--- config.mk ---
export PLATFORM = sky130hd
export DESIGN_NAME = fetch_control
export DESIGN_NICKNAME = d
export VERILOG_FILES = /design/src/rtl/fetch_control.sv
export SDC_FILE = /design/constraint.sdc
export NUM_CORES = 1
export LEC_CHECK = 0
export ABC_AREA = 1
export CORE_UTILIZATION = 36
export DETAILED_ROUTE_END_ITERATION = 7
export MAX_ROUTING_LAYER = met4
export PLACE_DENSITY = 0.87
export SLEW_MARGIN = 20
export SYNTH_ARGS = -nofsm -noshare
export SYNTH_HDL_FRONTEND = slang
export SYNTH_SLANG_ARGS = --single-unit
--- constraint.sdc ---
create_clock -name clk -period 3.1 [get_ports clk]
set_clock_uncertainty 0.1 [all_clocks]
set_input_delay 0.62 -clock clk [delete_from_list [all_inputs] [get_ports clk]]
set_output_delay 0.62 -clock clk [all_outputs]
set_load 0.01 [all_outputs]
--- src/rtl/fetch_control.sv ---
// Instruction decode and program-counter sequencing: decode is combinational, and the PC takes the next address one clk after the instruction is presented.
// There is no backpressure: a new instruction is accepted on every clock edge.
module fetch_control #(
    parameter int D   = 10,
    parameter int OPW = 4
) (
    input  logic         clk,
    input  logic         reset,
    input  logic [8:0]   mach_code,
    input  logic [7:0]   datA,
    input  logic [7:0]   datB,
    input  logic [7:0]   mem_out,
    input  logic [7:0]   mem_lut_out,
    input  logic [7:0]   alu_rslt,
    output logic [D-1:0] prog_ctr,
    output logic [3:0]   regA,
    output logic [3:0]   regB,
    output logic [3:0]   wr_addr,
    output logic         RegWrite,
    output logic         MemWrite,
    output logic         MemtoReg,
    output logic         ALUSrc,
    output logic         Branch,
    output logic [3:0]   ALUOp,
    output logic [7:0]   dat_in,
    output logic [7:0]   mem_in,
    output logic [7:0]   mem_addr,
    output logic [4:0]   immed,
    output logic [3:0]   pc_immed
);

    localparam logic [OPW-1:0] OP_MOVA = OPW'(4'b1000);
    localparam logic [OPW-1:0] OP_MOVR = OPW'(4'b1001);
    localparam logic [OPW-1:0] OP_LDM  = OPW'(4'b1010);
    localparam logic [OPW-1:0] OP_STM  = OPW'(4'b1011);
    localparam logic [OPW-1:0] OP_LDR  = OPW'(4'b1100);
    localparam logic [OPW-1:0] OP_STR  = OPW'(4'b1101);
    localparam logic [OPW-1:0] OP_BZ   = OPW'(4'b1110);
    localparam logic [OPW-1:0] OP_JMP  = OPW'(4'b1111);

    localparam logic [D-1:0] PC_ONE = {{(D-1){1'b0}}, 1'b1};

    logic [OPW-1:0] op;
    logic [3:0]     n;
    logic [D-1:0]   jump_lut [16];
    logic [D-1:0]   target;

    assign op       = mach_code[8:9-OPW];
    assign n        = mach_code[3:0];
    assign immed    = mach_code[4:0];
    assign pc_immed = mach_code[3:0];

    // Jump targets sit on 16-instruction boundaries.
    always_comb begin
        for (int k = 0; k < 16; k++) begin
            jump_lut[k] = D'(16 * k);
        end
    end

    assign target = jump_lut[pc_immed];

    always_comb begin
        regA     = 4'd0;
        regB     = n;
        wr_addr  = 4'd0;
        RegWrite = 1'b0;
        MemWrite = 1'b0;
        MemtoReg = 1'b0;
        ALUSrc   = 1'b0;
        Branch   = 1'b0;
        ALUOp    = op[OPW-1] ? 4'd0 : 4'(op);
        mem_in   = datA;
        mem_addr = 8'd0;
        dat_in   = alu_rslt;

        if (!op[OPW-1]) begin
            // ALU group: result always lands in the accumulator R0.
            RegWrite = 1'b1;
            ALUSrc   = mach_code[4];
        end else begin
            case (op)
                OP_MOVA: begin
                    RegWrite = 1'b1;
                    dat_in   = datB;
                end
                OP_MOVR: begin
                    RegWrite = 1'b1;
                    wr_addr  = n;
                    dat_in   = datA;
                end
                OP_LDM: begin
                    RegWrite = 1'b1;
                    MemtoReg = 1'b1;
                    mem_addr = mem_lut_out;
                    dat_in   = mem_out;
                end
                OP_STM: begin
                    MemWrite = 1'b1;
                    mem_addr = mem_lut_out;
                end
                OP_LDR: begin
                    RegWrite = 1'b1;
                    MemtoReg = 1'b1;
                    mem_addr = datB;
                    dat_in   = mem_out;
                end
                OP_STR: begin
                    MemWrite = 1'b1;
                    mem_addr = datB;
                end
                OP_BZ: begin
                    Branch = (datA == 8'd0);
                end
                OP_JMP: begin
                    // bit 4 selects BNZ; clear means unconditional jump.
                    Branch = mach_code[4] ? (datA != 8'd0) : 1'b1;
                end
                default: begin
                end
            endcase
        end
    end

    always_ff @(posedge clk or posedge reset) begin
        if (reset) begin
            prog_ctr <= '0;
        end else if (Branch) begin
            prog_ctr <= target;
        end else begin
            prog_ctr <= prog_ctr + PC_ONE;
        end
    end

endmodule

==> results of run 1 <==
==> where the power goes <==
part | switching (uW) | internal [uW]
Combinational | 224 | 287
Clock | 52.8 | 112
Sequential | 62.9 | 179
Total | 339 | 578
==> through the flow <==
stage,setup TNS [ns],power [uW],utilization
global route,0,988.8,0.6987
finish,0,917.2,0.6987
floorplan,0,477.7,-
detailed placement,-0.3898,748.2,0.6609
global placement,-0.1537,730.4,0.6609
CTS,0,916.0,0.6788
==> final timing paths <==
path	end	cells past startpoint	start
setup / recovery	mem_addr[7]	8	mach_code[8]
hold / removal	prog_ctr[0]	1	prog_ctr[0]
setup reg to reg	prog_ctr[8]	7	prog_ctr[0]
hold reg to reg	prog_ctr[0]	1	prog_ctr[0]
max in group asynchronous	prog_ctr[6]	2	reset
min in group asynchronous	prog_ctr[2]	2	reset
==> routing by layer <==
layer | GRT usage | share of wire | vias up
met5 | - | 0 | -
li1 | - | - | 907
met2 | 0.4214 | 0.51 | 95
met4 | 0.07880 | 0.016 | 0
met1 | 0.2279 | 0.39 | 808
met3 | 0.05382 | 0.083 | 13
==> final cells by class <==
class | instances | area share
Inverter | 30 | 0.04748
Multi-Input combinational cell | 167 | 0.3348
Sequential cell | 10 | 0.09497
Clock buffer | 4 | 0.02089
Tap cell | 48 | 0.02279
Timing Repair Buffer | 128 | 0.4791
==> cells in the final DEF, fill, tap and decap left out, types with 2 or more instances in the layout <==
cell type / Yosys / layout
o21ai_0: 2 / 2
conb_1: 1 / 5
nand2_1: 72 / 72
nand3_4: 2 / 2
dlymetal6s2s_1: 0 / 9
nand3_2: 8 / 8
clkbuf_8: 0 / 4
nand2_2: 10 / 10
nand4_1: 5 / 5
inv_2: 4 / 4
clkdlybuf4s50_1: 0 / 95
inv_1: 24 / 24
dlygate4sd2_1: 0 / 5
dfrtp_1: 10 / 10
nor2_4: 3 / 4
nand3_1: 23 / 23
xnor2_1: 3 / 3
nor2_1: 24 / 24
buf_4: 27 / 18
==> worst max-delay path, delay by kind of cell <==
family,cells,cell delay [ns]
buffers and inverters,5,1.37
and+or+nand+nor,3,0.27
==> logic make-up (layout without fill, tap and decap cells) <==
logic type / count (synthesis) / count (layout) / synth area share
AO/OA/AOI/OAI: 3 / 3 / 0.01033
other: 1 / 5 / 0.002582
buffers and inverters: 59 / 162 / 0.2386
adder cells (fa/ha/maj): 1 / 1 / 0.008612
flip-flops: 10 / 10 / 0.1723
XOR/XNOR: 3 / 3 / 0.01809
AND/OR/NAND/NOR: 154 / 155 / 0.5495
==> repair_timing <==
item | CTS | global route
endpoints found under the setup margin | 10 | 9
hold buffers | 0 | 0
gates resized for setup | 6 | 9
setup buffers | 1 | 7
pin swaps | 1 | 3
gates cloned | 1 | 0
==> flow_summary_export.csv, run 1 <==
group,metric,value,unit
yosys,netlist_area,1453,sq um
sta,max_freq,334.7,MHz
clocking,htree_levels,1,
grt,grt_max_degree,11,
clocking,cts_tree,"built",
yosys,synth_common_cells,"nand2_1 (72), buf_4 (27), inv_1 (24), nor2_1 (24), nand3_1 (23)",
yosys,synth_cell_types,28,
placed_design,dp_slack,-0.07863,ns
critical_path,cp_slowest_stage_delay,0.54,ns
clocking,cts_root_buffer,"clkbuf_8",
grt,grt_overflow,0,
sta,setup_ws,0.1123,ns
yosys,synth_area_leaders,"nand2_1 (19%), dfrtp_1 (17%), buf_4 (14%)",
critical_path,cp-start-kind,"primary input",
clocking,cts.sinks,10,
status,status,"finished clean",
critical_path,cp_slowest_cell,"clkdlybuf4s50_1",
final_layout,reg.largest.list,"prog_ctr x10",
power_and_ir_drop,p_leak,0.001339,uW
critical_path,cp.required,2.38,ns
critical_path,path_max_fanout,9,
floorplan,io_pins,115,
grt,grt_pass1_vias,1753,
critical_path,crit_type,"primary input to primary output",
routing,route.detailed.drc,0,
yosys,yosysMostFrequentCell,"nand2_1",
final_layout,fillers,311,
final_layout,syn_to_final_growth,81.40,%
final_layout,nets,392,
final_layout,design_area,2635,sq um
yosys,synth_edf_count,0,
final_layout,n_antenna_cell,0,
floorplan,core,3771,sq um
placed_design,dp_hpwl,3752,um
grt,grtUsageTotal,0.2260,
placed_design,place_congestion,0.8437,
final_layout,final_cells,387,
routing,via_per_inst,4.711,
power_and_ir_drop,peakVddDrop,0.1286,mV
routing,drt-initial-drc-count,51,
grt,grt_pass1_wl,7307,um
placed_design,placed_cell_area,2492,sq um
yosys,synthCells,231,
grt,antenna_found_initial,0,
yosys,synth_top_area_cell,"nand2_1",
floorplan,die_w,65.52,um
final_layout,multi_input_area,882.1,sq um
job,max-cap-violations,0,
floorplan,initial_utilization,0.3852,
sta,rsz0062_at_grt,"no",
sta,timing.hold.ws,0.3935,ns
routing,drt_wl_total,4774,um
clocking,clk_latency,0.24,ns
floorplan,dieArea,4293,sq um
worst_hold_path,hold_class,"flip-flop to flip-flop",
routing,ant_nets,0,
critical_path,path_cells,"clkdlybuf4s50_1 -> inv_2 -> nor2_4 -> buf_4 -> buf_4 -> nand3_1 -> nand2_1 -> clkdlybuf4s50_1",
sta,period_share,0.9638,
routing,vias,1823,
yosys,synth_top_area_share,0.1860,
yosys,synth.avg_cell_area,6.288,sq um
sta,setup_viol,0,
routing,drt_pass1_iterations,4,
power_and_ir_drop,p_per_area,348.1,nW/um^2
sta,hold_violations,0,
final_layout,top_register,"prog_ctr",
clocking,clkSlewWorstSetupHoldPaths,0.05,ns
sta,final_max_slew_viol_count,0,
yosys,synth-main-ff-cell,"dfrtp_1",
clocking,cts_inserted_buffers,3,
final_layout,drive_above_1_share,0.1711,
floorplan,rows,22,
yosys,ys_warn_count,0,
yosys,yosysSeqAreaShare,0.1723,
critical_path,cp.arrival,2.27,ns
floorplan,die_height,65.52,um
final_layout,regArea,250.2,sq um
yosys,ys_seq_elements,10,
placed_design,dp.cells,374,
sta,finalCriticalPeriod,2.988,ns
critical_path,reg2reg_slack,1.63,ns
final_layout,largest_register_ffs,10,
yosys,synthArstFlopShare,1.000,
placed_design,io_buffers,109,
critical_path,crit_path_end_kind,"primary output",
clocking,clk_path_buf_depth,2,
routing,wl_per_cell,12.34,um
No activity file was read; power rests on OpenSTA's default activity.
==> run 2, diff against run 1 <==
--- a/config.mk
+++ b/config.mk
@@ -7,6 +7,7 @@
 export LEC_CHECK = 0
 export ABC_AREA = 1
 export CORE_UTILIZATION = 36
+export CTS_CLUSTER_DIAMETER = 60
 export DETAILED_ROUTE_END_ITERATION = 7
 export MAX_ROUTING_LAYER = met4
 export PLACE_DENSITY = 0.87
==> results of run 2 <==
No change in the layout: final DEF, timing and power equal those of run 1.
